<file path="config.mk">
export PLATFORM = sky130hd
export DESIGN_NAME = tq_side_pipe_flat
export DESIGN_NICKNAME = d
export VERILOG_FILES = /design/src/rtl/tq_side_pipe_if.sv /design/src/rtl/tq_side_pipe.sv /design/src/flat_wrapper.sv
export SDC_FILE = /design/constraint.sdc
export NUM_CORES = 1
export LEC_CHECK = 0
export CAP_MARGIN = 25
export CORE_UTILIZATION = 53
export CTS_CLUSTER_DIAMETER = 150
export DETAILED_ROUTE_END_ITERATION = 8
export PLACE_DENSITY = 0.86
export SETUP_SLACK_MARGIN = 0.2
export SLEW_MARGIN = 5
export SYNTH_ARGS = -nofsm -noshare
export SYNTH_HDL_FRONTEND = slang
export SYNTH_SLANG_ARGS = --single-unit
export TNS_END_PERCENT = 10
</file>
<file path="constraint.sdc">
create_clock -name clk -period 3.3 [get_ports clk]
set_input_delay 0.66 -clock clk [delete_from_list [all_inputs] [get_ports clk]]
set_output_delay 0.66 -clock clk [all_outputs]
set_load 0.03 [all_outputs]
</file>
<file path="src/rtl/tq_side_pipe_if.sv">
// Sideband pipeline bus: the beat inputs and controls driven by the producer,
// plus the delayed beat, stage taps and tracker status returned by the pipe.
interface tq_side_pipe_if #(
  parameter int DEPTH = 4,
  parameter int SW    = 8
);
  logic                 i_valid;
  logic [1:0]           i_transize;
  logic [SW-1:0]        i_side;
  logic                 i_stall;
  logic                 i_flush;
  logic                 o_valid;
  logic [1:0]           o_transize;
  logic [SW-1:0]        o_side;
  logic                 o_sop;
  logic                 o_eop;
  logic [DEPTH-1:0]     o_tap_valid;
  logic [2*DEPTH-1:0]   o_tap_transize;
  logic                 o_busy;
  logic                 o_err;

  modport master (
    output i_valid, i_transize, i_side, i_stall, i_flush,
    input  o_valid, o_transize, o_side, o_sop, o_eop,
    input  o_tap_valid, o_tap_transize, o_busy, o_err
  );

  modport slave (
    input  i_valid, i_transize, i_side, i_stall, i_flush,
    output o_valid, o_transize, o_side, o_sop, o_eop,
    output o_tap_valid, o_tap_transize, o_busy, o_err
  );
endinterface

</file>
<file path="src/rtl/tq_side_pipe.sv">
// Sideband delay pipeline for the TQ path. Carries valid, transform size and a
// sideband word through DEPTH register stages, marks the first and last beat
// of every transform block, and flags size changes inside a block.
module tq_side_pipe #(
  parameter int DEPTH = 4,
  parameter int SW    = 8
) (
  input logic           clk,
  input logic           rst,
  tq_side_pipe_if.slave bus
);

  logic                 acc_s;
  logic                 blk_sop_s;
  logic                 blk_eop_s;
  logic                 size_err_s;
  logic [1:0]           beat_size_s;
  logic [4:0]           last_idx_s;
  logic [4:0]           cnt_next_s;

  logic [DEPTH-1:0]     valid_r;
  logic [DEPTH-1:0]     sop_r;
  logic [DEPTH-1:0]     eop_r;
  logic [DEPTH-1:0][1:0]    size_r;
  logic [DEPTH-1:0][SW-1:0] side_r;

  logic [4:0]           cnt_r;
  logic [1:0]           lat_size_r;
  logic                 busy_r;
  logic                 err_r;

  // Index of the last beat of a block for a given size code (4 << size, minus 1).
  function automatic logic [4:0] last_beat(input logic [1:0] size);
    logic [4:0] idx;
    case (size)
      2'd0:    idx = 5'd3;
      2'd1:    idx = 5'd7;
      2'd2:    idx = 5'd15;
      2'd3:    idx = 5'd31;
      default: idx = 5'd3;
    endcase
    return idx;
  endfunction

  // Block tracker decode: which size the incoming beat carries and where it sits in its block.
  always_comb begin
    acc_s = bus.i_valid & ~bus.i_stall & ~bus.i_flush;
    if (cnt_r == 5'd0) begin
      beat_size_s = bus.i_transize;
    end else begin
      beat_size_s = lat_size_r;
    end
    last_idx_s = last_beat(beat_size_s);
    blk_sop_s  = (cnt_r == 5'd0);
    blk_eop_s  = (cnt_r == last_idx_s);
    size_err_s = acc_s & (cnt_r != 5'd0) & (bus.i_transize != lat_size_r);
    if (!acc_s) begin
      cnt_next_s = cnt_r;
    end else if (blk_eop_s) begin
      cnt_next_s = 5'd0;
    end else begin
      cnt_next_s = cnt_r + 5'd1;
    end
  end

  // Input-side block state: beat counter, latched block size, busy and sticky error.
  always_ff @(posedge clk or negedge rst) begin
    if (!rst) begin
      cnt_r      <= 5'd0;
      lat_size_r <= 2'd0;
      busy_r     <= 1'b0;
      err_r      <= 1'b0;
    end else if (bus.i_flush) begin
      cnt_r  <= 5'd0;
      busy_r <= 1'b0;
      err_r  <= 1'b0;
    end else if (acc_s) begin
      cnt_r  <= cnt_next_s;
      busy_r <= (cnt_next_s != 5'd0);
      if (cnt_r == 5'd0) begin
        lat_size_r <= bus.i_transize;
      end
      if (size_err_s) begin
        err_r <= 1'b1;
      end
    end
  end

  // Delay stages: shift when not stalled; flush kills every in-flight beat.
  always_ff @(posedge clk or negedge rst) begin
    if (!rst) begin
      valid_r <= '0;
      sop_r   <= '0;
      eop_r   <= '0;
      size_r  <= '0;
      side_r  <= '0;
    end else if (bus.i_flush) begin
      valid_r <= '0;
      sop_r   <= '0;
      eop_r   <= '0;
    end else if (!bus.i_stall) begin
      valid_r[0] <= bus.i_valid;
      sop_r[0]   <= blk_sop_s & bus.i_valid;
      eop_r[0]   <= blk_eop_s & bus.i_valid;
      size_r[0]  <= beat_size_s;
      side_r[0]  <= bus.i_side;
      for (int k = 1; k < DEPTH; k++) begin
        valid_r[k] <= valid_r[k-1];
        sop_r[k]   <= sop_r[k-1] & valid_r[k-1];
        eop_r[k]   <= eop_r[k-1] & valid_r[k-1];
        size_r[k]  <= size_r[k-1];
        side_r[k]  <= side_r[k-1];
      end
    end
  end

  assign bus.o_valid        = valid_r[DEPTH-1];
  assign bus.o_transize     = size_r[DEPTH-1];
  assign bus.o_side         = side_r[DEPTH-1];
  assign bus.o_sop          = sop_r[DEPTH-1];
  assign bus.o_eop          = eop_r[DEPTH-1];
  assign bus.o_tap_valid    = valid_r;
  assign bus.o_tap_transize = size_r;
  assign bus.o_busy         = busy_r;
  assign bus.o_err          = err_r;

endmodule

</file>
<file path="src/flat_wrapper.sv">
// flat-port wrapper written by rule: the top's interface ports become plain ports
module tq_side_pipe_flat 
#(
  parameter int DEPTH = 4,
  parameter int SW    = 8
)
  (clk, rst, bus_i_valid, bus_i_transize, bus_i_side, bus_i_stall, bus_i_flush, bus_o_valid, bus_o_transize, bus_o_side, bus_o_sop, bus_o_eop, bus_o_tap_valid, bus_o_tap_transize, bus_o_busy, bus_o_err);
  tq_side_pipe_if #(.DEPTH(DEPTH), .SW(SW)) bus_i ();
  input logic clk;
  input logic rst;
  input wire logic [$bits(bus_i.i_valid)-1:0] bus_i_valid;
  input wire logic [$bits(bus_i.i_transize)-1:0] bus_i_transize;
  input wire logic [$bits(bus_i.i_side)-1:0] bus_i_side;
  input wire logic [$bits(bus_i.i_stall)-1:0] bus_i_stall;
  input wire logic [$bits(bus_i.i_flush)-1:0] bus_i_flush;
  output wire logic [$bits(bus_i.o_valid)-1:0] bus_o_valid;
  output wire logic [$bits(bus_i.o_transize)-1:0] bus_o_transize;
  output wire logic [$bits(bus_i.o_side)-1:0] bus_o_side;
  output wire logic [$bits(bus_i.o_sop)-1:0] bus_o_sop;
  output wire logic [$bits(bus_i.o_eop)-1:0] bus_o_eop;
  output wire logic [$bits(bus_i.o_tap_valid)-1:0] bus_o_tap_valid;
  output wire logic [$bits(bus_i.o_tap_transize)-1:0] bus_o_tap_transize;
  output wire logic [$bits(bus_i.o_busy)-1:0] bus_o_busy;
  output wire logic [$bits(bus_i.o_err)-1:0] bus_o_err;
  assign bus_i.i_valid = bus_i_valid;
  assign bus_i.i_transize = bus_i_transize;
  assign bus_i.i_side = bus_i_side;
  assign bus_i.i_stall = bus_i_stall;
  assign bus_i.i_flush = bus_i_flush;
  assign bus_o_valid = bus_i.o_valid;
  assign bus_o_transize = bus_i.o_transize;
  assign bus_o_side = bus_i.o_side;
  assign bus_o_sop = bus_i.o_sop;
  assign bus_o_eop = bus_i.o_eop;
  assign bus_o_tap_valid = bus_i.o_tap_valid;
  assign bus_o_tap_transize = bus_i.o_tap_transize;
  assign bus_o_busy = bus_i.o_busy;
  assign bus_o_err = bus_i.o_err;
  tq_side_pipe #(.DEPTH(DEPTH), .SW(SW)) u_core (.clk(clk), .rst(rst), .bus(bus_i));
endmodule
</file>
==> results.txt, run 1 <==
Outcome = completed
Hold WC Path Type = input port to async pin
# diodes = 0
Post-DRT Antenna Nets = 0
Final worst path period need = 2.18 ns
Worst r2r src = u_core.cnt_r[0]
DP HPWL = 2.98 mm
CTS tree = built
Post-Synthesis Cells = 221
Cts bufs inserted = 9
Total track usage = 0.201
Final setup violation count = 0
Most common cell in the netlist = dfrtp_1
Combinational share of power = 0.258
Die ar. = 5340 sq um
M3 GR Usage = 0.0718
Syn_area_per_cell = 12.1 sq um
Post-Route Setup TNS = 0 ns
Startpoint Class = input port
Leakage = 1.38 nW
Top Ports = 42
Post-DR wirelength/cell = 14.0 um
Switching power = 670 uW
Pwr per Cell Area = 697 nW/um^2
Hold_buf cts = 0
Initial antenna violation count = 0
RSZ-0062 raised after global routing = false
Total gr overflow = 0
Vias = 1713
Layout cell share with drive strength beyond 1 = 0.239
Vias in the first global route = 1717
Power Total = 2.28 mW
FMAX = 460 MHz
DP Cell Count = 310
CTS max path bufs = 2
Maximum vdd drop = 0.450 mV
Synth cell types = 39
Area growth, synth to finish = 22.4%
Routed wire length = 4.56 mm
Die W = 73.1 um
M1 GR Usage = 0.262
Net count, final = 271
Post-DR vias/cell = 5.25
Synthesized cell area = 2680 sq um
EDFF count, synth = 0
H-tree levels = 3
Pin count of the biggest net entering global routing = 45
Cell taking the most area after synthesis = dfrtp_1
Critical setup path kind = input port to flip-flop
Reg clk slew, reported paths = 0.07 ns
Largest cells by area after synthesis = dfrtp_1 57%, mux2_2 17%, buf_4 3.1%
GR Layer Usage met2 = 0.294
Pre-CTS WS = 0.786 ns
Reg2reg end = u_core.cnt_r[2]
Layout Skew = 0.00803 ns
CTS Sinks = 61
Starting Density = 0.559
1st-iter DRT viols = 169
Pint = 1.61 mW
Final hold vios = 0
Power share of the sequential group = 0.434
Synth Flop Type = dfrtp_1
Clock root buffer = clkbuf_8
Required time worst endpoint = 3.52 ns
Clock power share = 0.308
# DRC = 0
Worst EP arrival = 2.40 ns
Period utilization = 0.659
Worst-Margin Slew = 0.668 ns
Max Cap Viol = 0
Net Sw Frac = 0.294
1st-pass router iterations = 4
Crit Path Max Fanout = 44
Gr busiest metal = met2
Normalized max-slew margin = 0.551
FF+latch count, synth = 61
Worst R2R Setup Slack = 1.51 ns
First-pass GRT wire length = 7.78 mm
Row count = 25
Ys async rst share = 1.00
Final cell count without fillers = 326
Clk_lat worst skew = 0.34 ns
Synth Net Count = 238
Placer congestion estimate = 0.782
Top cells by count, synth = 61 x dfrtp_1, 40 x mux2_2, 21 x nor2_1, 19 x nand2_1, 12 x a21oi_1
Final Max Tran Viols = 0
Crit. End Element = flip-flop
Final Util = 0.685
Depth of the worst register-to-register path = 6
Setup Fix Bufs, Post-CTS = 0
Synth Warn # = 0
Core Region = 4790 sq um
Sequential element share of the synthesized area = 0.570
I/O Buffers = 41
Post-cts sizing count = 0
Synth top area share = 0.570
Setup WS post-layout = 1.12 ns
DIE HEIGHT = 73.1 um
## kinds of logic after synthesis
group                      share of synthesized area
buffers and inverters                         0.0556
muxes                                          0.183
and+or+nand+nor                                0.112
AOI/OAI and AO/OA                             0.0594
xor gates and xnor gates                     0.00982
DFF                                            0.570
adders and majority gates                    0.00935
## per-stage QoR
stage	hold WS, ns	area (sq um)
2_1_floorplan	0.364	2680
3_3_place_gp	0.483	3070
3_5_place_dp	0.487	3070
4_1_cts	0.305	3280
5_1_grt	0.345	3280
6_report	0.294	3280
## critical path, cell delays in order
cell and delay, ns:
clkdlybuf4s50_1 0.73, nor2_4 0.26, buf_12 0.25, nand4_1 0.17, mux2_2 0.32
## worst max-delay path by stage
| stage | startpoint | to | slack, ns |
|---|---|---|---|
| CTS | bus_i_flush | u_core.lat_size_r[0] | 1.13 |
| global route | bus_i_flush | u_core.bus.o_busy | 0.99 |
| finish | bus_i_flush | u_core.lat_size_r[0] | 1.12 |
| floorplan | bus_i_flush | u_core.side_r[0] | 1.45 |
| detailed placement | bus_i_flush | u_core.lat_size_r[0] | 0.79 |
| global placement | bus_i_flush | u_core.lat_size_r[0] | 0.79 |
## state kept, by name, indices dropped and copies added (netlist names), 4 cells and up
name,cells
u_core.sop_r,4
u_core.bus.o_tap_valid,4
u_core.bus.o_side,8
u_core.side_r,24
u_core.bus.o_tap_transize,6
u_core.cnt_r,5
u_core.eop_r,4
## layout by cell type, fill, tap and decap left out, types with 2 or more instances in the layout
cell type        count
clkdlybuf4s50_1     40
nor2b_1              2
o211ai_1             2
bufinv_16            2
nand2_1             19
nor2_1              20
inv_1                3
xnor2_1              2
o21ai_1              4
a211oi_1             2
nand3_1              3
nor3_1               2
clkinv_2             3
ha_1                 2
clkbuf_1             2
nand4_1              3
buf_4                2
a21oi_1             12
mux2_2              40
mux2i_1              4
dfrtp_1             61
clkbuf_8             9
## power groups by stage
stage                     clock, mW  combinational, mW  sequential, mW
final                         0.704              0.588           0.992
after global routing          0.751              0.625            1.02
after CTS                     0.717              0.596           0.995
after detailed placement          0              0.593            1.01
after global placement            0              0.579            1.00
after floorplan                   0              0.373            1.04
## area by class of cell
cell class | instances | area, sq um
clock buffers | 11 | 131
clock inverters | 5 | 75.1
fillers | 342 | 1510
inverters | 3 | 11.3
multi-input cells | 135 | 1010
flip-flops and latches | 61 | 1530
well taps | 67 | 83.8
repair buffers | 44 | 440
## layer usage
metal / part of all wire / up-vias
met4: 0.023 / 0
met5: 0 / -
li1: - / 823
met3: 0.058 / 11
met2: 0.47 / 52
met1: 0.45 / 827
Note: power is estimated with default switching activity, not from simulation.
==> run 2: changes to the inputs <==
CORE_UTILIZATION = 48   (was 53)
PLACE_DENSITY = 0.82   (was 0.86)
clock period = 2 ns   (was 3.3 ns; I/O delays follow)
==> results.txt, run 2 (synthesis results as in run 1) <==
Outcome = completed
Setup Fix Bufs, Post-CTS = 0
Worst r2r src = u_core.cnt_r[0]
Hold WC Path Type = input port to async pin
Slowest CP cell = clkdlybuf4s50_1
Fill cells = 410
Final Max Tran Viols = 0
Most common cell after layout, fill and taps aside = dfrtp_1
Pwr per Cell Area = 1120 nW/um^2
Required time worst endpoint = 1.60 ns
Worst EP arrival = 1.39 ns
Crit Path Max Fanout = 3
Startpoint Class = flip-flop
Top Ports = 42
Register bank with the most flops = u_core.side_r
Vias = 1761
# diodes = 0
Critical setup path kind = flip-flop to output pin
Period utilization = 0.896
Starting Density = 0.511
Delay-heaviest family, CP = buffers and inverters
Clk_lat worst skew = 0.33 ns
DIE HEIGHT = 76.7 um
Layout Skew = 0.00376 ns
Clock root buffer = clkbuf_8
FMAX = 558 MHz
1st-pass router iterations = 4
Final hold slack = 0.0561 ns
Normalized max-slew margin = 0.773
Die ar. = 5880 sq um
CTS Sinks = 61
Die W = 76.7 um
Post-Route Setup TNS = 0 ns
First-pass GRT wire length = 7.89 mm
Reg clk slew, reported paths = 0.06 ns
Cts bufs inserted = 9
Post-DRT Antenna Nets = 0
Maximum vdd drop = 0.686 mV
RSZ-0062 raised after global routing = true
Hold_buf cts = 0
CP peak stage delay = 0.69 ns
Commonest cells after routing, fill and taps aside = 61 x dfrtp_1, 40 x mux2_2, 37 x clkdlybuf4s50_1, 20 x nor2_1, 19 x nand2_1
Post-route cell area = 3340 sq um
Layout cell share with drive strength beyond 1 = 0.258
Total track usage = 0.175
Worst R2R Setup Slack = 0.30 ns
Crit. End Element = output pin
1st-iter DRT viols = 77
H-tree levels = 3
Post-DR wirelength/cell = 13.0 um
Pin count of the biggest net entering global routing = 62
CP cell instances = clkdlybuf4s50_1
Final cell count without fillers = 334
Largest register FFs = 24
Placer congestion estimate = 0.780
Area growth, synth to finish = 24.8%
Core Region = 5240 sq um
CP bufs+invs = 1
Final hold vios = 0
Total gr overflow = 0
Vias in the first global route = 1718
Depth of the worst register-to-register path = 6
Routed wire length = 4.35 mm
DP HPWL = 2.89 mm
Placed standard-cell area = 3120 sq um
Crit path launch = u_core.bus.o_tap_transize[3]
Final worst path period need = 1.79 ns
# DRC = 0
Worst-Margin Slew = 0.336 ns
Power Total = 3.74 mW
Reg2reg end = u_core.cnt_r[2]
Initial antenna violation count = 0
Net count, final = 276
I/O Buffers = 41
Final setup violation count = 0
CTS max path bufs = 2
Post-DR vias/cell = 5.27
Row count = 26
Leakage = 1.44 nW
CTS tree = built
DP Cell Count = 318
Max Cap Viol = 0
==> run 2: changes by cell type in the layout (fill, tap and decap cells not counted), moves of 2 or more <==
cell             change
buf_4                +4
dlymetal6s2s_1       +2
clkbuf_8             +3
clkdlybuf4s50_1      -3
clkinv_2             -2
==> run 2: worst max-delay path by stage <==
stage | to | slack (ns) | cells after the start
after floorplan | u_core.side_r[0] | 0.41 | 4
after detailed placement | u_core.bus.o_busy | 0.09 | 5
after global placement | u_core.bus.o_busy | 0.14 | 5
final | bus_o_tap_transize[3] | 0.21 | 1
after CTS | bus_o_tap_valid[0] | 0.16 | 1
after global routing | bus_o_tap_transize[0] | 0.15 | 1
==> run 2: what timing repair did <==
item,in CTS,in global routing
gates cloned,0,0
resized for setup,1,2
endpoints found under the setup margin,7,22
==> run 2: report_power, final <==
part           internal, mW  leakage (nW)  switching, mW
clock network         0.676         0.106          0.453
registers              1.49         0.755          0.152
logic                 0.488         0.580          0.485
==> run 2: per-layer routing <==
layer | part of all wire | global-route usage | up-vias
li1 | - | - | 833
met1 | 0.48 | 0.221 | 877
met2 | 0.45 | 0.263 | 43
met3 | 0.057 | 0.0679 | 8
met4 | 0.014 | 0.0808 | 0
met5 | 0 | 0 | -
==> run 2: worst register-to-register path, stage by stage, from the launching register on <==
cell and delay [ns]:
dfrtp_1 0.44, inv_1 0.09, ha_1 0.26, nor3b_1 0.17, o21a_1 0.20, or3_1 0.34
a21oi_1 0.12
==> run 2: area by class of cell <==
type | instances | area, sq um | share of cell area
sequential | 61 | 1530 | 0.457
multi-input combinational | 135 | 1010 | 0.302
timing repair buffer | 49 | 494 | 0.148
clock buffer | 13 | 169 | 0.0506
tap | 70 | 87.6 | 0.0262
clock inverter | 3 | 42.5 | 0.0127
inverter | 3 | 11.3 | 0.00337
==> run 2: stage by stage <==
stage / utilization / setup WS, ns
after floorplan: - / 0.407
after detailed placement: 0.597 / 0.0927
after global routing: 0.638 / 0.150
after CTS: 0.637 / 0.164
after global placement: 0.597 / 0.135
final: 0.638 / 0.208
